<file path="src/rtl/match_if.sv">
// match_if: button/point inputs and game-control outputs of the match controller
interface match_if #(
    parameter int SCORE_W = 3,
    parameter int LEVEL_W = 3
) ();
    logic               start;
    logic               pause;
    logic               point1;
    logic               point2;
    logic [SCORE_W-1:0] score1;
    logic [SCORE_W-1:0] score2;
    logic [LEVEL_W-1:0] level;
    logic               game_on;
    logic               ball_rst_n;
    logic               serve_dir;
    logic               lvl_up;
    logic               win;
    logic               winner;
    logic [2:0]         fsm_state;

    modport master (
        output start, pause, point1, point2,
        input  score1, score2, level, game_on, ball_rst_n, serve_dir, lvl_up, win, winner, fsm_state
    );

    modport slave (
        input  start, pause, point1, point2,
        output score1, score2, level, game_on, ball_rst_n, serve_dir, lvl_up, win, winner, fsm_state
    );
endinterface

</file>
<file path="src/rtl/match_controller.sv">
// match_controller: Pong match/level sequencer owning scores, level, serve hold-off, pause and match end
module match_controller #(
    parameter int SCORE_W     = 3,
    parameter int WIN_SCORE   = 7,
    parameter int LEVEL_W     = 3,
    parameter int MAX_LEVEL   = 7,
    parameter int SERVE_DELAY = 50_000_000,
    parameter int CNT_W       = $clog2(SERVE_DELAY + 1)
) (
    input logic   clk,
    input logic   reset,
    match_if.slave m
);
    typedef enum logic [2:0] {
        IDLE      = 3'd0,
        SERVE     = 3'd1,
        PLAY      = 3'd2,
        PAUSED    = 3'd3,
        MATCH_END = 3'd4,
        GAME_OVER = 3'd5
    } state_t;

    localparam logic [CNT_W-1:0]   RELOAD  = CNT_W'(SERVE_DELAY - 1);
    localparam logic [SCORE_W-1:0] WIN     = SCORE_W'(WIN_SCORE);
    localparam logic [LEVEL_W-1:0] MAX_LVL = LEVEL_W'(MAX_LEVEL);

    state_t             state_q, state_d, saved_q, saved_d, serve_next;
    logic [SCORE_W-1:0] score1_q, score1_d, score2_q, score2_d, inc1, inc2;
    logic [LEVEL_W-1:0] level_q, level_d;
    logic [CNT_W-1:0]   cnt_q, cnt_d;
    logic               game_on_q, game_on_d, ball_rst_n_q, ball_rst_n_d;
    logic               serve_dir_q, serve_dir_d, lvl_up_q, lvl_up_d;
    logic               win_q, win_d, winner_q, winner_d;
    logic               start_prev_q, pause_prev_q;
    logic               start_edge, pause_edge, p1, p2;

    assign start_edge = m.start & ~start_prev_q;
    assign pause_edge = m.pause & ~pause_prev_q;
    assign p1         = m.point1 & ~m.point2;
    assign p2         = m.point2 & ~m.point1;
    assign inc1       = score1_q + SCORE_W'(1);
    assign inc2       = score2_q + SCORE_W'(1);
    assign serve_next = (cnt_q == '0) ? PLAY : SERVE;

    always_comb begin
        state_d     = state_q;
        saved_d     = saved_q;
        score1_d    = score1_q;
        score2_d    = score2_q;
        level_d     = level_q;
        cnt_d       = cnt_q;
        serve_dir_d = serve_dir_q;
        winner_d    = winner_q;
        case (state_q)
            IDLE, GAME_OVER: if (start_edge) begin
                score1_d = '0;
                score2_d = '0;
                level_d  = '0;
                winner_d = 1'b0;
                cnt_d    = RELOAD;
                state_d  = SERVE;
            end
            SERVE: begin
                // the cycle that sees the pause edge still counts as a serve cycle
                cnt_d   = (cnt_q == '0) ? cnt_q : cnt_q - CNT_W'(1);
                saved_d = pause_edge ? serve_next : saved_q;
                state_d = pause_edge ? PAUSED : serve_next;
            end
            PLAY: if (m.point1 || m.point2) begin
                cnt_d       = RELOAD;
                state_d     = SERVE;
                score1_d    = p1 ? inc1 : score1_q;
                score2_d    = p2 ? inc2 : score2_q;
                serve_dir_d = p1 ? 1'b1 : p2 ? 1'b0 : serve_dir_q;
                if ((p1 && inc1 == WIN) || (p2 && inc2 == WIN)) begin
                    state_d  = MATCH_END;
                    winner_d = p2;
                end
            end else if (pause_edge) begin
                saved_d = PLAY;
                state_d = PAUSED;
            end
            PAUSED: state_d = pause_edge ? saved_q : PAUSED;
            MATCH_END: if (level_q < MAX_LVL) begin
                level_d  = level_q + LEVEL_W'(1);
                score1_d = '0;
                score2_d = '0;
                cnt_d    = RELOAD;
                state_d  = SERVE;
            end else begin
                state_d = GAME_OVER;
            end
            default: state_d = IDLE;
        endcase
        game_on_d    = (state_d == SERVE) || (state_d == PLAY);
        ball_rst_n_d = (state_d == PLAY) || ((state_d == PAUSED) && ball_rst_n_q);
        win_d        = (state_d == MATCH_END);
        lvl_up_d     = (state_d == MATCH_END) && (level_q < MAX_LVL);
    end

    // button edge detectors reset high so a button held through reset is not an edge
    always_ff @(posedge clk or negedge reset) begin
        if (!reset) begin
            state_q      <= IDLE;
            saved_q      <= IDLE;
            score1_q     <= '0;
            score2_q     <= '0;
            level_q      <= '0;
            cnt_q        <= '0;
            game_on_q    <= 1'b0;
            ball_rst_n_q <= 1'b0;
            serve_dir_q  <= 1'b0;
            lvl_up_q     <= 1'b0;
            win_q        <= 1'b0;
            winner_q     <= 1'b0;
            start_prev_q <= 1'b1;
            pause_prev_q <= 1'b1;
        end else begin
            state_q      <= state_d;
            saved_q      <= saved_d;
            score1_q     <= score1_d;
            score2_q     <= score2_d;
            level_q      <= level_d;
            cnt_q        <= cnt_d;
            game_on_q    <= game_on_d;
            ball_rst_n_q <= ball_rst_n_d;
            serve_dir_q  <= serve_dir_d;
            lvl_up_q     <= lvl_up_d;
            win_q        <= win_d;
            winner_q     <= winner_d;
            start_prev_q <= m.start;
            pause_prev_q <= m.pause;
        end
    end

    assign m.score1     = score1_q;
    assign m.score2     = score2_q;
    assign m.level      = level_q;
    assign m.game_on    = game_on_q;
    assign m.ball_rst_n = ball_rst_n_q;
    assign m.serve_dir  = serve_dir_q;
    assign m.lvl_up     = lvl_up_q;
    assign m.win        = win_q;
    assign m.winner     = winner_q;
    assign m.fsm_state  = state_q;
endmodule

</file>
<file path="src/flat_wrapper.sv">
// flat-port wrapper written by rule: the top's interface ports become plain ports
module match_controller_flat 
#(
    parameter int SCORE_W     = 3,
    parameter int WIN_SCORE   = 7,
    parameter int LEVEL_W     = 3,
    parameter int MAX_LEVEL   = 7,
    parameter int SERVE_DELAY = 50_000_000,
    parameter int CNT_W       = $clog2(SERVE_DELAY + 1)
)
  (clk, reset, m_start, m_pause, m_point1, m_point2, m_score1, m_score2, m_level, m_game_on, m_ball_rst_n, m_serve_dir, m_lvl_up, m_win, m_winner, m_fsm_state);
  match_if #(.SCORE_W(SCORE_W), .LEVEL_W(LEVEL_W)) m_i ();
  input logic clk;
  input logic reset;
  input wire logic [$bits(m_i.start)-1:0] m_start;
  input wire logic [$bits(m_i.pause)-1:0] m_pause;
  input wire logic [$bits(m_i.point1)-1:0] m_point1;
  input wire logic [$bits(m_i.point2)-1:0] m_point2;
  output wire logic [$bits(m_i.score1)-1:0] m_score1;
  output wire logic [$bits(m_i.score2)-1:0] m_score2;
  output wire logic [$bits(m_i.level)-1:0] m_level;
  output wire logic [$bits(m_i.game_on)-1:0] m_game_on;
  output wire logic [$bits(m_i.ball_rst_n)-1:0] m_ball_rst_n;
  output wire logic [$bits(m_i.serve_dir)-1:0] m_serve_dir;
  output wire logic [$bits(m_i.lvl_up)-1:0] m_lvl_up;
  output wire logic [$bits(m_i.win)-1:0] m_win;
  output wire logic [$bits(m_i.winner)-1:0] m_winner;
  output wire logic [$bits(m_i.fsm_state)-1:0] m_fsm_state;
  assign m_i.start = m_start;
  assign m_i.pause = m_pause;
  assign m_i.point1 = m_point1;
  assign m_i.point2 = m_point2;
  assign m_score1 = m_i.score1;
  assign m_score2 = m_i.score2;
  assign m_level = m_i.level;
  assign m_game_on = m_i.game_on;
  assign m_ball_rst_n = m_i.ball_rst_n;
  assign m_serve_dir = m_i.serve_dir;
  assign m_lvl_up = m_i.lvl_up;
  assign m_win = m_i.win;
  assign m_winner = m_i.winner;
  assign m_fsm_state = m_i.fsm_state;
  match_controller #(.SCORE_W(SCORE_W), .WIN_SCORE(WIN_SCORE), .LEVEL_W(LEVEL_W), .MAX_LEVEL(MAX_LEVEL), .SERVE_DELAY(SERVE_DELAY), .CNT_W(CNT_W)) u_core (.clk(clk), .reset(reset), .m(m_i));
endmodule
</file>
<file path="config.mk">
export PLATFORM = sky130hd
export DESIGN_NAME = match_controller_flat
export DESIGN_NICKNAME = d
export VERILOG_FILES = /design/src/rtl/match_if.sv /design/src/rtl/match_controller.sv /design/src/flat_wrapper.sv
export SDC_FILE = /design/constraint.sdc
export NUM_CORES = 1
export LEC_CHECK = 0
export BUFFER_PORTS_ARGS = -buffer_cell sky130_fd_sc_hd__buf_2
export CAP_MARGIN = 30
export CORE_MARGIN = 2
export CORE_UTILIZATION = 30
export DETAILED_ROUTE_END_ITERATION = 10
export PLACE_DENSITY = 0.49
export REMOVE_ABC_BUFFERS = 1
export SYNTH_ARGS = -nofsm -noshare
export SYNTH_HDL_FRONTEND = slang
export SYNTH_SLANG_ARGS = --single-unit
</file>
<file path="constraint.sdc">
create_clock -name clk -period 3 [get_ports clk]
set_clock_uncertainty 0.1 [all_clocks]
set_input_delay 0.45 -clock clk [delete_from_list [all_inputs] [get_ports clk]]
set_output_delay 0.45 -clock clk [all_outputs]
set_load 0.02 [all_outputs]
</file>
# Word-level counts from Yosys, hierarchy flattened
# Index checks and enable logic that the tools add are counted.
# W data, S select, Z words.
op_classes:
  n_addsub: 4
  n_lt_le_gt_ge: 1
  n_eq_ne: 21
  n_mux: 34
  bitwise_logic: 8
  reduce_logical: 24
ops:
  columns: ["cell", "count"]
  rows:
  - ["$mux W26", 4]
  - ["$pmux W26 S4", 1]
  - ["$mux W3", 17]
  - ["$logic_not A26 Y1", 1]
  - ["$sub A26 B1 Y26 const B", 1]
  - ["$pmux W3 S3", 2]
  - ["$ne A2 B1 Y1 const B", 8]
  - ["$eq A3 B3 Y1 const B", 5]
  - ["$pmux W3 S5", 1]
  - ["$reduce_and A5 Y1", 3]
  - ["$eq A3 B2 Y1 const B", 4]
  - ["$pmux W3 S2", 2]
  - ["$add A3 B1 Y3 const B", 3]
  - ["$reduce_and A4 Y1", 2]
  - ["$reduce_bool A2 Y1", 4]
  - ["$eq A3 B1 Y1 const B", 2]
  - ["$reduce_and A3 Y1", 2]
  - ["$mux W1", 5]
  - ["$and A1 B1 Y1", 4]
  - ["$logic_and A1 B1 Y1", 4]
  - ["$logic_or A1 B1 Y1", 4]
  - ["$ne A2 B2 Y1 const B", 2]
  - ["$not A1 Y1", 4]
  - ["$reduce_bool A4 Y1", 1]
  - ["other kinds (6)", 6]
word_totals:
  ff_bits: 49
  input_bits: 6
  out_inout_bits: 18

# Longest topological paths before layout
# Gate-level depths: netlist (run 1).
logic_depth:
  depth_word: 10
  ltp_mapped: 9
  ltp_nobuf: 7

# Worst setup path after synthesis (run 1)
# No wires, ideal clock.
synth_timing:
  kind: "input-to-reg"
  startpoint: "input m_point2"
  endpoint: "register u_core.cnt_q[19]"
  setup_time_ns: 0.142
  t_arrival_ns: 2.055
  slack_ns: 0.703
  path_stages: 8
  path_cell_list: "inv_1 ha_1 or4b_1 nand2_1 or2_0 clkbuf_1 and4_1 o21ai_0"
synth_via:
  elab_chain_len: 3
synth_lines:
  columns: ["element", "line", "rtl"]
  rows:
  - ["from (decl)", "flat_wrapper.sv:18", "input wire logic [$bits(m_i.point2)-1:0] m_point2;"]
  - ["$logic_or A1 B1 Y1", "match_controller.sv:69", "PLAY: if (m.point1 || m.point2) begin"]
  - ["$ne A2 B1 Y1 (no line)", null, null]
  - ["$reduce_and A5 Y1 (no line)", null, null]
  - ["to (signal assigned)", "match_controller.sv:124", "cnt_q <= cnt_d;"]
  - ["to (decl)", "match_controller.sv:30", "logic [CNT_W-1:0] cnt_q, cnt_d;"]
# Every way passes these cells.
# A chain may end at the register's enable or synchronous reset.

# Worst setup path in the final report (run 1)
layout_timing:
  startpoint: "register u_core.cnt_q[0]"
  endpoint: "register u_core.cnt_q[8]"
layout_via:
  elab_chain_len: 3
  elab_cells_between_ends: 6
layout_lines:
  columns: ["element", "line", "rtl"]
  rows:
  - ["$sub A26 B1 Y26 / $logic_not A26 Y1 (equally long branches)", "match_controller.sv:65", "cnt_d = (cnt_q == '0) ? cnt_q : cnt_q - CNT_W'(1);"]
  - ["$mux W26 / $ne A2 B2 Y1 (equally long branches)", null, null]
  - ["$pmux W26 S4 / $reduce_and A5 Y1 (equally long branches)", null, null]
# Parallel ways exist; a longest one is shown, timed or not. The select of a mux whose other input is x is not followed.

==> reports/metrics.yaml, run 1 <==
setup_path:
  max_stage_delay_ns: 0.55
  path_common_cell: "or4_1"
  cp_max_fo: 5
  required_ns: 3.14
  path_buf_inv: 1
  critical_path_class: "flop to flop"
  path_cells: "inv_1 > ha_1 > or4b_1 > or4_1 > or4_1 > a21oi_1"
  start_kind: "flop"
  arrival_ns: 2.60
  reg2reg_from: "u_core.cnt_q[0]"
  cp_top_family: "simple AND/OR/NAND/NOR gates"
  crit_path_end_kind: "flop"
  rr_endpoint: "u_core.cnt_q[8]"
  crit_path_top_delay_cell: "or4b_1"
  r2r_cells: 6
  ff2ff_setup_slack_ns: 0.54
timing:
  fin_setup_tns_ns: 0
  fmax_mhz: 405.7
  setup_ws_ns: 0.5352
  setup_viol: 0
  maxSlewViolCount: 0
  tightest_slew_ns: 0.5679
  min_period_over_period: 0.8216
  hold_viol_final: 0
  relSlewSlack: 0.6214
  min_period_ns: 2.465
  holdWs_ns: 0.1491
  rsz0062_at_grt: "false"
clock_network:
  cts-root-buf: "clkbuf_8"
  clockBufferDepth: 2
  cts_sinks: 48
  cts_tree: "built"
  numCtsBuffers: 5
  worstSkewPairLatency_ns: 0.31
  cts.htree.levels: 2
  path_clk_slew_ns: 0.09
  ctsResizeCount: 0
  cts_setup_buffers: 0
place:
  portBuffers: 23
  place_congestion: 0.7840
  dpl_worst_slack_ns: 0.4236
  post-dp-hpwl_mm: 4.906
  place_inst: 432
  post_dp_cell_area_um2: 3128
logic_synthesis:
  synth_top_cell_area_share: 0.4073
  synth_ff_type: "dfrtp_1"
  synth-seq-area-share: 0.4259
  synth_area_um2: 2826
  synth_edf_count: 0
  yosys.area.top_type: "dfrtp_1"
  synth.distinct_cells: 59
  asyncSetResetFlopFracSynth: 1.000
  synthCells: 298
  syn_area_per_cell_um2: 9.485
  ys_warn_count: 0
  synthTopCellsByArea: "dfrtp_1 (41%), ha_1 (4.0%), or4_1 (3.7%)"
  synth_seq_cells: 48
power:
  p_total_mw: 2.028
  power-per-cell-area_nw_per_um2: 628.2
  ir_drop_mv: 0.2994
  total_leakage_power_nw: 1.331
cells_and_area:
  final_util: 0.3510
  layout.nets: 344
  final_area_um2: 3228
  diodes: 0
  drive_gt1_frac: 0.1939
  syn_to_final_growth_pct: 14.21
  layout.cells.non_filler: 441
drt:
  routed_wl_mm: 7.118
  drc: 0
  dr.first_iter.drc_count: 145
  wl_per_cell_um: 16.14
  vias: 2457
  ant_nets: 0
  vias_per_cell: 5.571
  drtPass1Iterations: 4
floorplan:
  die_h_um: 101.1
  fp.dieW_um: 101.1
  coreArea_um2: 9196
  dieArea_um2: 10210
  row_count: 35
  start_util: 0.3073
  ios: 24
run:
  cap_violations: 0
global_route:
  grt_pass1_wl_mm: 11.86
  antenna_found_initial: 0
  track_usage: 0.1473
  grt_overflow: 0
  grt_max_degree: 36
  grt_pass1_vias: 2397
min_path:
  hold_start: "m_pause"
  holdPathStages: 1
  hold_class: "input port to flop"
  min_delay_worst_endpoint: "u_core.pause_prev_q"
run_status:
  status: "finished clean"
## per-layer routing
layer,track usage,vias to the layer above,part of all wire
li1,-,1198,-
met1,0.2018,1227,0.50
met2,0.2389,27,0.46
met3,0.02497,5,0.021
met4,0.04262,0,0.013
met5,0,-,0
## Yosys cell counts (all sizes together), types with 3 or more instances
| master | instances |
|---|---|
| buf | 4 |
| nor2 | 18 |
| nand4 | 6 |
| nand3 | 8 |
| inv | 14 |
| dfrtp | 46 |
| nor4 | 7 |
| o31ai | 10 |
| o211ai | 5 |
| a31oi | 5 |
| nand2 | 19 |
| mux2 | 7 |
| or4 | 16 |
| nand2b | 4 |
| and4 | 6 |
| ha | 9 |
| nor3b | 3 |
| or2 | 3 |
| o22ai | 3 |
| or3 | 6 |
| clkbuf | 10 |
| o21ai | 14 |
| a21oi | 15 |
| or3b | 3 |
| nor4b | 3 |
| nand3b | 5 |
| nor3 | 13 |
| and3 | 4 |
## power by group
group	total [mW]	switching, mW	internal [mW]
logic	0.772	0.485	0.287
registers	0.840	0.114	0.726
clock network	0.416	0.227	0.189
## state kept, by name, summed over array words and instances (netlist names)
name	cells
u_core.m.level	3
u_core.m.win	1
u_core.m.fsm_state	3
u_core.m.score2	3
u_core.m.ball_rst_n	1
u_core.m.score1	3
u_core.start_prev_q	1
u_core.m.serve_dir	1
u_core.cnt_q	26
u_core.m.game_on	1
u_core.m.lvl_up	1
u_core.saved_q	2
u_core.m.winner	1
u_core.pause_prev_q	1
## cell families (layout without fill, tap and decap cells)
kind of cell / Yosys count / after routing / share of synthesized area
flops: 48 / 48 / 0.4259
buf+inv: 28 / 60 / 0.03896
mux: 9 / 9 / 0.03497
fa+ha+maj: 9 / 9 / 0.03984
xor+xnor: 3 / 3 / 0.009298
simple gates: 130 / 130 / 0.2838
compound gates: 71 / 71 / 0.1673
## how the worst max path moves through the flow
stage                               start                  to  slack [ns]  cells after the start
floorplan           u_core.m.fsm_state[2]  u_core.m.score2[2]        0.41                      5
global placement                 m_point2     u_core.cnt_q[8]        0.50                      9
detailed placement               m_point2    u_core.cnt_q[11]        0.42                      9
CTS                       u_core.cnt_q[0]     u_core.cnt_q[8]        0.55                      6
global route        u_core.m.fsm_state[1]    u_core.cnt_q[10]        0.38                      6
finish                    u_core.cnt_q[0]     u_core.cnt_q[8]        0.54                      6
## worst register-to-register path: cells and delay by family (launching register included)
kind | cells | cell delay [ns]
buffers and inverters | 1 | 0.08
DFF | 1 | 0.43
and+or+nand+nor | 3 | 1.44
AOI/OAI and AO/OA | 1 | 0.15
adders and majority gates | 1 | 0.22
## timing repair
item,CTS,global route
hold buffers,1,0
endpoints found under the setup margin,0,0
hold endpoints to repair,13,0
## placed cells by master (no fill, tap or decap), drive strengths merged, types with 5 or more instances in the layout
| cell | count |
|---|---|
| or3 | 6 |
| nor4 | 7 |
| nand4 | 6 |
| and4 | 6 |
| o21ai | 14 |
| a31oi | 5 |
| dfrtp | 46 |
| a21oi | 15 |
| mux2 | 7 |
| nand3 | 8 |
| nand3b | 5 |
| o31ai | 10 |
| ha | 9 |
| nor2 | 18 |
| buf | 37 |
| o211ai | 5 |
| nor3 | 13 |
| inv | 14 |
| or4 | 16 |
| clkbuf | 8 |
| nand2 | 19 |
## final cells by class
type | instances | area (µm²)
multi-input combinational | 222 | 1513
clock buffer | 8 | 90.09
sequential | 48 | 1204
timing repair buffer | 38 | 230.2
tap | 111 | 138.9
fill | 971 | 5968
inverter | 14 | 52.55
Power figures use the tool's default switching activity.
==> run 2: changes to the inputs <==
==> constraint.sdc (replaced) <==
create_clock -name clk -period 2.5 [get_ports clk]
set_clock_uncertainty 0.1 [all_clocks]
set_input_delay 0.375 -clock clk [delete_from_list [all_inputs] [get_ports clk]]
set_output_delay 0.375 -clock clk [all_outputs]
set_load 0.02 [all_outputs]
==> reports/metrics.yaml, run 2 (synthesis results as in run 1) <==
setup_path:
  path_common_cell: "or4_1"
  required_ns: 2.63  # -0.51 ns
  arrival_ns: 2.56  # -0.04 ns
  start_kind: "flop"
  max_stage_delay_ns: 0.53  # -0.02 ns
  crit_path_end_kind: "flop"
  path_cells: "inv_1 > ha_1 > or4b_1 > or4_1 > or4_1 > a21oi_1"
  critical_path_class: "flop to flop"
  cp_max_fo: 5  # unchanged
  crit_path_top_delay_cell: "or4b_1"
timing:
  fmax_mhz: 412.2  # +1.6%
  rsz0062_at_grt: "true"
  relSlewSlack: 0.6009  # -0.02051
  min_period_ns: 2.426  # -0.03892 ns
  min_period_over_period: 0.9704  # +0.1488
  hold_viol_final: 0  # unchanged
  maxSlewViolCount: 0  # unchanged
  setup_ws_ns: 0.07407  # -0.4611 ns
  setup_viol: 0  # unchanged
  tightest_slew_ns: 0.5987  # +0.03076 ns
drt:
  vias: 2461  # +0.16%
  routed_wl_mm: 7.158  # +0.56%
  ant_nets: 0  # unchanged
  vias_per_cell: 5.493  # -1.4%
  drc: 0  # unchanged
  dr.first_iter.drc_count: 145  # unchanged
  drtPass1Iterations: 4  # unchanged
  wl_per_cell_um: 15.98  # -1.0%
global_route:
  grt_pass1_vias: 2313  # -3.5%
  track_usage: 0.1488  # +0.001499
  grt_pass1_wl_mm: 11.92  # +0.52%
  antenna_found_initial: 0  # unchanged
  grt_overflow: 0  # unchanged
  grt_max_degree: 26  # -28%
floorplan:
  ios: 24  # unchanged
  row_count: 35  # unchanged
  fp.dieW_um: 101.1  # unchanged
  coreArea_um2: 9196  # unchanged
  dieArea_um2: 10210  # unchanged
  die_h_um: 101.1  # unchanged
  start_util: 0.3073  # unchanged
clock_network:
  cts-root-buf: "clkbuf_8"
  cts_sinks: 48  # unchanged
  worstSkewPairLatency_ns: 0.32  # about the same
  cts_tree: "built"
  clockBufferDepth: 2  # unchanged
  cts.htree.levels: 2  # unchanged
  cts_setup_buffers: 0  # unchanged
  path_clk_slew_ns: 0.10  # about the same
  numCtsBuffers: 5  # unchanged
cells_and_area:
  mostFrequentLayoutCells: "dfrtp_1 (46), buf_2 (23), nand2_1 (19)"
  layout.nets: 351  # +2.0%
  drive_gt1_frac: 0.2196  # +0.02565
  syn_to_final_growth_pct: 18.37
  diodes: 0  # unchanged
  largest_reg_flops: 26  # unchanged
  largest-register: "u_core.cnt_q"
  nFillCells: 959  # -1.2%
  final_common_cell: "dfrtp_1"
power:
  p_total_mw: 2.616  # +29%
  power-per-cell-area_nw_per_um2: 781.8  # +24%
  total_leakage_power_nw: 1.391  # +4.5%
  ir_drop_mv: 0.3786  # +26%
run_status:
  status: "finished clean"
min_path:
  hold_class: "input port to flop"
place:
  dpl_worst_slack_ns: 0.04861  # -0.3749 ns
  place_congestion: 0.7761  # -1.0%
  portBuffers: 23  # unchanged
  post-dp-hpwl_mm: 5.103  # +4.0%
run:
  cap_violations: 0  # unchanged
## run 2: cell count changes in the layout (fill, tap and decap cells not counted), sizes merged
cell / previous run / this run
buf: 37 / 44
clkbuf: 8 / 5
bufinv: 0 / 1
clkinv: 0 / 1
clkinvlp: 0 / 1
## run 2: cell type report
type,count,area (µm²),area share
clock buffers,5,68.82,0.02057
clock inverters,3,42.54,0.01272
inverters,14,52.55,0.01571
multi-input cells,222,1519,0.4540
flip-flops and latches,48,1204,0.3598
well taps,111,138.9,0.04151
repair buffers,45,320.3,0.09574
## run 2: worst paths after layout
path,start,to,slack [ns],cells after the start
hold reg to reg,u_core.saved_q[0],u_core.saved_q[0],0.39,2
setup / recovery,u_core.cnt_q[0],u_core.cnt_q[8],0.07,6
min in group asynchronous,reset,u_core.cnt_q[21],0.49,2
hold / removal,m_pause,u_core.pause_prev_q,0.07,1
setup reg to reg,u_core.cnt_q[0],u_core.cnt_q[8],0.07,6
max in group asynchronous,reset,u_core.start_prev_q,1.18,3
## run 2: worst max-delay path, delay by kind of cell (launching register included)
kind                       cells  cell delay [ns]
AOI/OAI and AO/OA              1             0.15
DFF                            1             0.43
buffers and inverters          1             0.07
adders and majority gates      1             0.22
and+or+nand+nor                3             1.38
## run 2: power by group
| part | internal, mW | leakage (nW) | total (mW) | switching [mW] |
|---|---|---|---|---|
| sequential | 0.872 | 0.560 | 0.977 | 0.105 |
| combinational | 0.421 | 0.777 | 1.05 | 0.631 |
| clock | 0.297 | 0.0541 | 0.587 | 0.290 |
| total | 1.59 | 1.39 | 2.62 | 1.03 |
## run 2: stage by stage
stage	util	hold WS, ns	instances	setup TNS (ns)	cell area [µm²]
2_1_floorplan	-	-0.02059	284	-0.1873	2769
3_3_place_gp	0.3499	0.3191	439	0	3218
3_5_place_dp	0.3499	0.3175	439	0	3218
4_1_cts	0.3631	0.06276	448	0	3339
5_1_grt	0.3638	0.05564	448	-0.07010	3346
6_report	0.3638	0.07192	448	0	3346
## run 2: per-layer routing
metal  vias up  global-route usage  wire length (µm)
met4         0             0.04782               117
met2        42              0.2277              3256
met1      1202              0.2159              3590
met5         -                   0                 0
li1       1208                   -                 -
met3         9             0.02150               193
## run 2: repair_timing
action | CTS | global route
hold buffers | 1 | 0
hold endpoints to repair | 22 | 0
endpoints found under the setup margin | 0 | 7
resized for setup | 0 | 1
==> run 3: changes to the inputs <==
--- a/config.mk
+++ b/config.mk
@@ -7,7 +7,7 @@
 export LEC_CHECK = 0
 export BUFFER_PORTS_ARGS = -buffer_cell sky130_fd_sc_hd__buf_2
 export CAP_MARGIN = 30
-export CORE_MARGIN = 2
+export CORE_MARGIN = 5
 export CORE_UTILIZATION = 30
 export DETAILED_ROUTE_END_ITERATION = 10
 export PLACE_DENSITY = 0.49
==> reports/metrics.yaml, run 3 (synthesis results as in run 1) <==
drt:
  vias_per_cell: 5.454  # -0.71%
  drtPass1Iterations: 4  # unchanged
  routed_wl_mm: 7.071  # -1.2%
  wl_per_cell_um: 15.82  # -0.99%
  drc: 0  # unchanged
  dr.first_iter.drc_count: 132  # -9.0%
  ant_nets: 0  # unchanged
  vias: 2438  # -0.93%
cells_and_area:
  largest_reg_flops: 26  # unchanged
  drive_gt1_frac: 0.2173  # -0.002323
  diodes: 0  # unchanged
  final_util: 0.3646  # +0.0008160
  syn_to_final_growth_pct: 18.64
  layout.nets: 350  # -0.28%
  mostFrequentLayoutCells: "dfrtp_1 (46), buf_2 (23), nand2_1 (19)"
  final_area_um2: 3353  # +0.22%
  nFillCells: 958  # -0.10%
  final_common_cell: "dfrtp_1"
  seqCellArea_um2: 1204  # unchanged
  multi_input_area_um2: 1519  # unchanged
  largest-register: "u_core.cnt_q"
clock_network:
  cts.htree.levels: 2  # unchanged
  numCtsBuffers: 5  # unchanged
  cts_setup_buffers: 0  # unchanged
  path_clk_slew_ns: 0.09  # about the same
  cts_sinks: 48  # unchanged
  worstSkewPairLatency_ns: 0.31  # about the same
  clockBufferDepth: 2  # unchanged
  cts_tree: "built"
  cts-root-buf: "clkbuf_8"
timing:
  relSlewSlack: 0.6211  # +0.02021
  fmax_mhz: 420.5  # +2.0%
  setup_viol: 0  # unchanged
  rsz0062_at_grt: "false"
  hold_viol_final: 0  # unchanged
  setup_ws_ns: 0.1220  # +0.04793 ns
  maxSlewViolCount: 0  # unchanged
  tightest_slew_ns: 0.5684  # -0.03032 ns
  fin_setup_tns_ns: 0  # unchanged
  min_period_over_period: 0.9512  # -0.01917
  min_period_ns: 2.378  # -0.04793 ns
setup_path:
  ff2ff_setup_slack_ns: 0.12  # +0.05 ns
  crit_path_end_kind: "flop"
  arrival_ns: 2.52  # -0.04 ns
  cp_max_fo: 5  # unchanged
  critical_path_class: "flop to flop"
  required_ns: 2.64  # about the same
  r2r_cells: 6  # unchanged
  rr_endpoint: "u_core.cnt_q[8]"
  start_kind: "flop"
  reg2reg_from: "u_core.cnt_q[0]"
power:
  power-per-cell-area_nw_per_um2: 792.9  # +1.4%
  total_leakage_power_nw: 1.395  # +0.28%
  p_total_mw: 2.659  # +1.7%
  ir_drop_mv: 0.3507  # -7.3%
place:
  post_dp_cell_area_um2: 3211  # -0.23%
  place_congestion: 0.8032  # +3.5%
  dpl_worst_slack_ns: 0.04784  # -0.0007787 ns
  portBuffers: 23  # unchanged
  post-dp-hpwl_mm: 5.148  # +0.88%
floorplan:
  start_util: 0.3073  # unchanged
  coreArea_um2: 9196  # unchanged
  fp.dieW_um: 107.1  # +5.9%
  die_h_um: 107.1  # +5.9%
  ios: 24  # unchanged
  row_count: 35  # unchanged
  dieArea_um2: 11460  # +12%
global_route:
  grt_overflow: 0  # unchanged
  grt_pass1_wl_mm: 11.91  # -0.12%
  grt_pass1_vias: 2360  # +2.0%
  grt_max_degree: 28  # +7.7%
  antenna_found_initial: 0  # unchanged
  track_usage: 0.1287  # -0.02010
min_path:
  hold_start: "m_pause"
  min_delay_worst_endpoint: "u_core.pause_prev_q"
  holdPathStages: 1  # unchanged
  hold_class: "input port to flop"
run_status:
  status: "finished clean"
run:
  cap_violations: 0  # unchanged
-- run 3: changes by cell type in the layout (fill, tap and decap cells not counted), sizes merged --
cell	before	now
buf	44	43
clkinv	1	0
clkbuf	5	7
clkinvlp	1	0
-- run 3: per-stage QoR --
stage	hold WS [ns]	cells
floorplan	-0.02059	284
detailed placement	0.3100	438
global route	0.06852	447
finish	0.07633	447
CTS	0.07157	447
global placement	0.3007	438
-- run 3: critical path: stages (launching register included) --
cell and delay, ns:
dfrtp_1 0.42, inv_1 0.07, ha_1 0.22, or4b_1 0.52, or4_1 0.44, or4_1 0.40
a21oi_1 0.15
-- run 3: worst max-delay path by stage --
stage	start	end	slack, ns
after floorplan	u_core.m.fsm_state[2]	u_core.m.score2[2]	-0.09
after global placement	m_point2	u_core.cnt_q[9]	0.12
after detailed placement	m_point2	u_core.cnt_q[10]	0.05
after CTS	u_core.cnt_q[0]	u_core.cnt_q[8]	0.12
after global routing	u_core.cnt_q[1]	u_core.cnt_q[8]	0.03
final	u_core.cnt_q[0]	u_core.cnt_q[8]	0.12
-- run 3: area by class of cell --
| class | instances | area share |
|---|---|---|
| Clock buffer | 7 | 0.02873 |
| Clock inverter | 1 | 0.008955 |
| Tap cell | 111 | 0.04142 |
| Sequential cell | 48 | 0.3590 |
| Multi-Input combinational cell | 222 | 0.4530 |
| Timing Repair Buffer | 44 | 0.09328 |
| Inverter | 14 | 0.01567 |
-- run 3: power breakdown --
group,total [mW],leakage [nW],internal (mW),switching (mW)
Sequential,0.969,0.560,0.872,0.0962
Clock,0.635,0.0645,0.354,0.282
Combinational,1.06,0.771,0.412,0.643
Total,2.66,1.40,1.64,1.02
-- run 3: metal layers --
metal,global-route usage,vias to the layer above,wire (µm)
met5,0,-,0
met3,0.02167,11,192
met1,0.1820,1182,3595
li1,-,1207,-
met4,0.04932,0,164
met2,0.1957,38,3118
-- run 3: repair_timing --
item,4_1_cts,5_1_grt
hold buffers,1,0
gates resized for setup,0,1
setup endpoints to repair,0,6
hold endpoints to repair,20,0
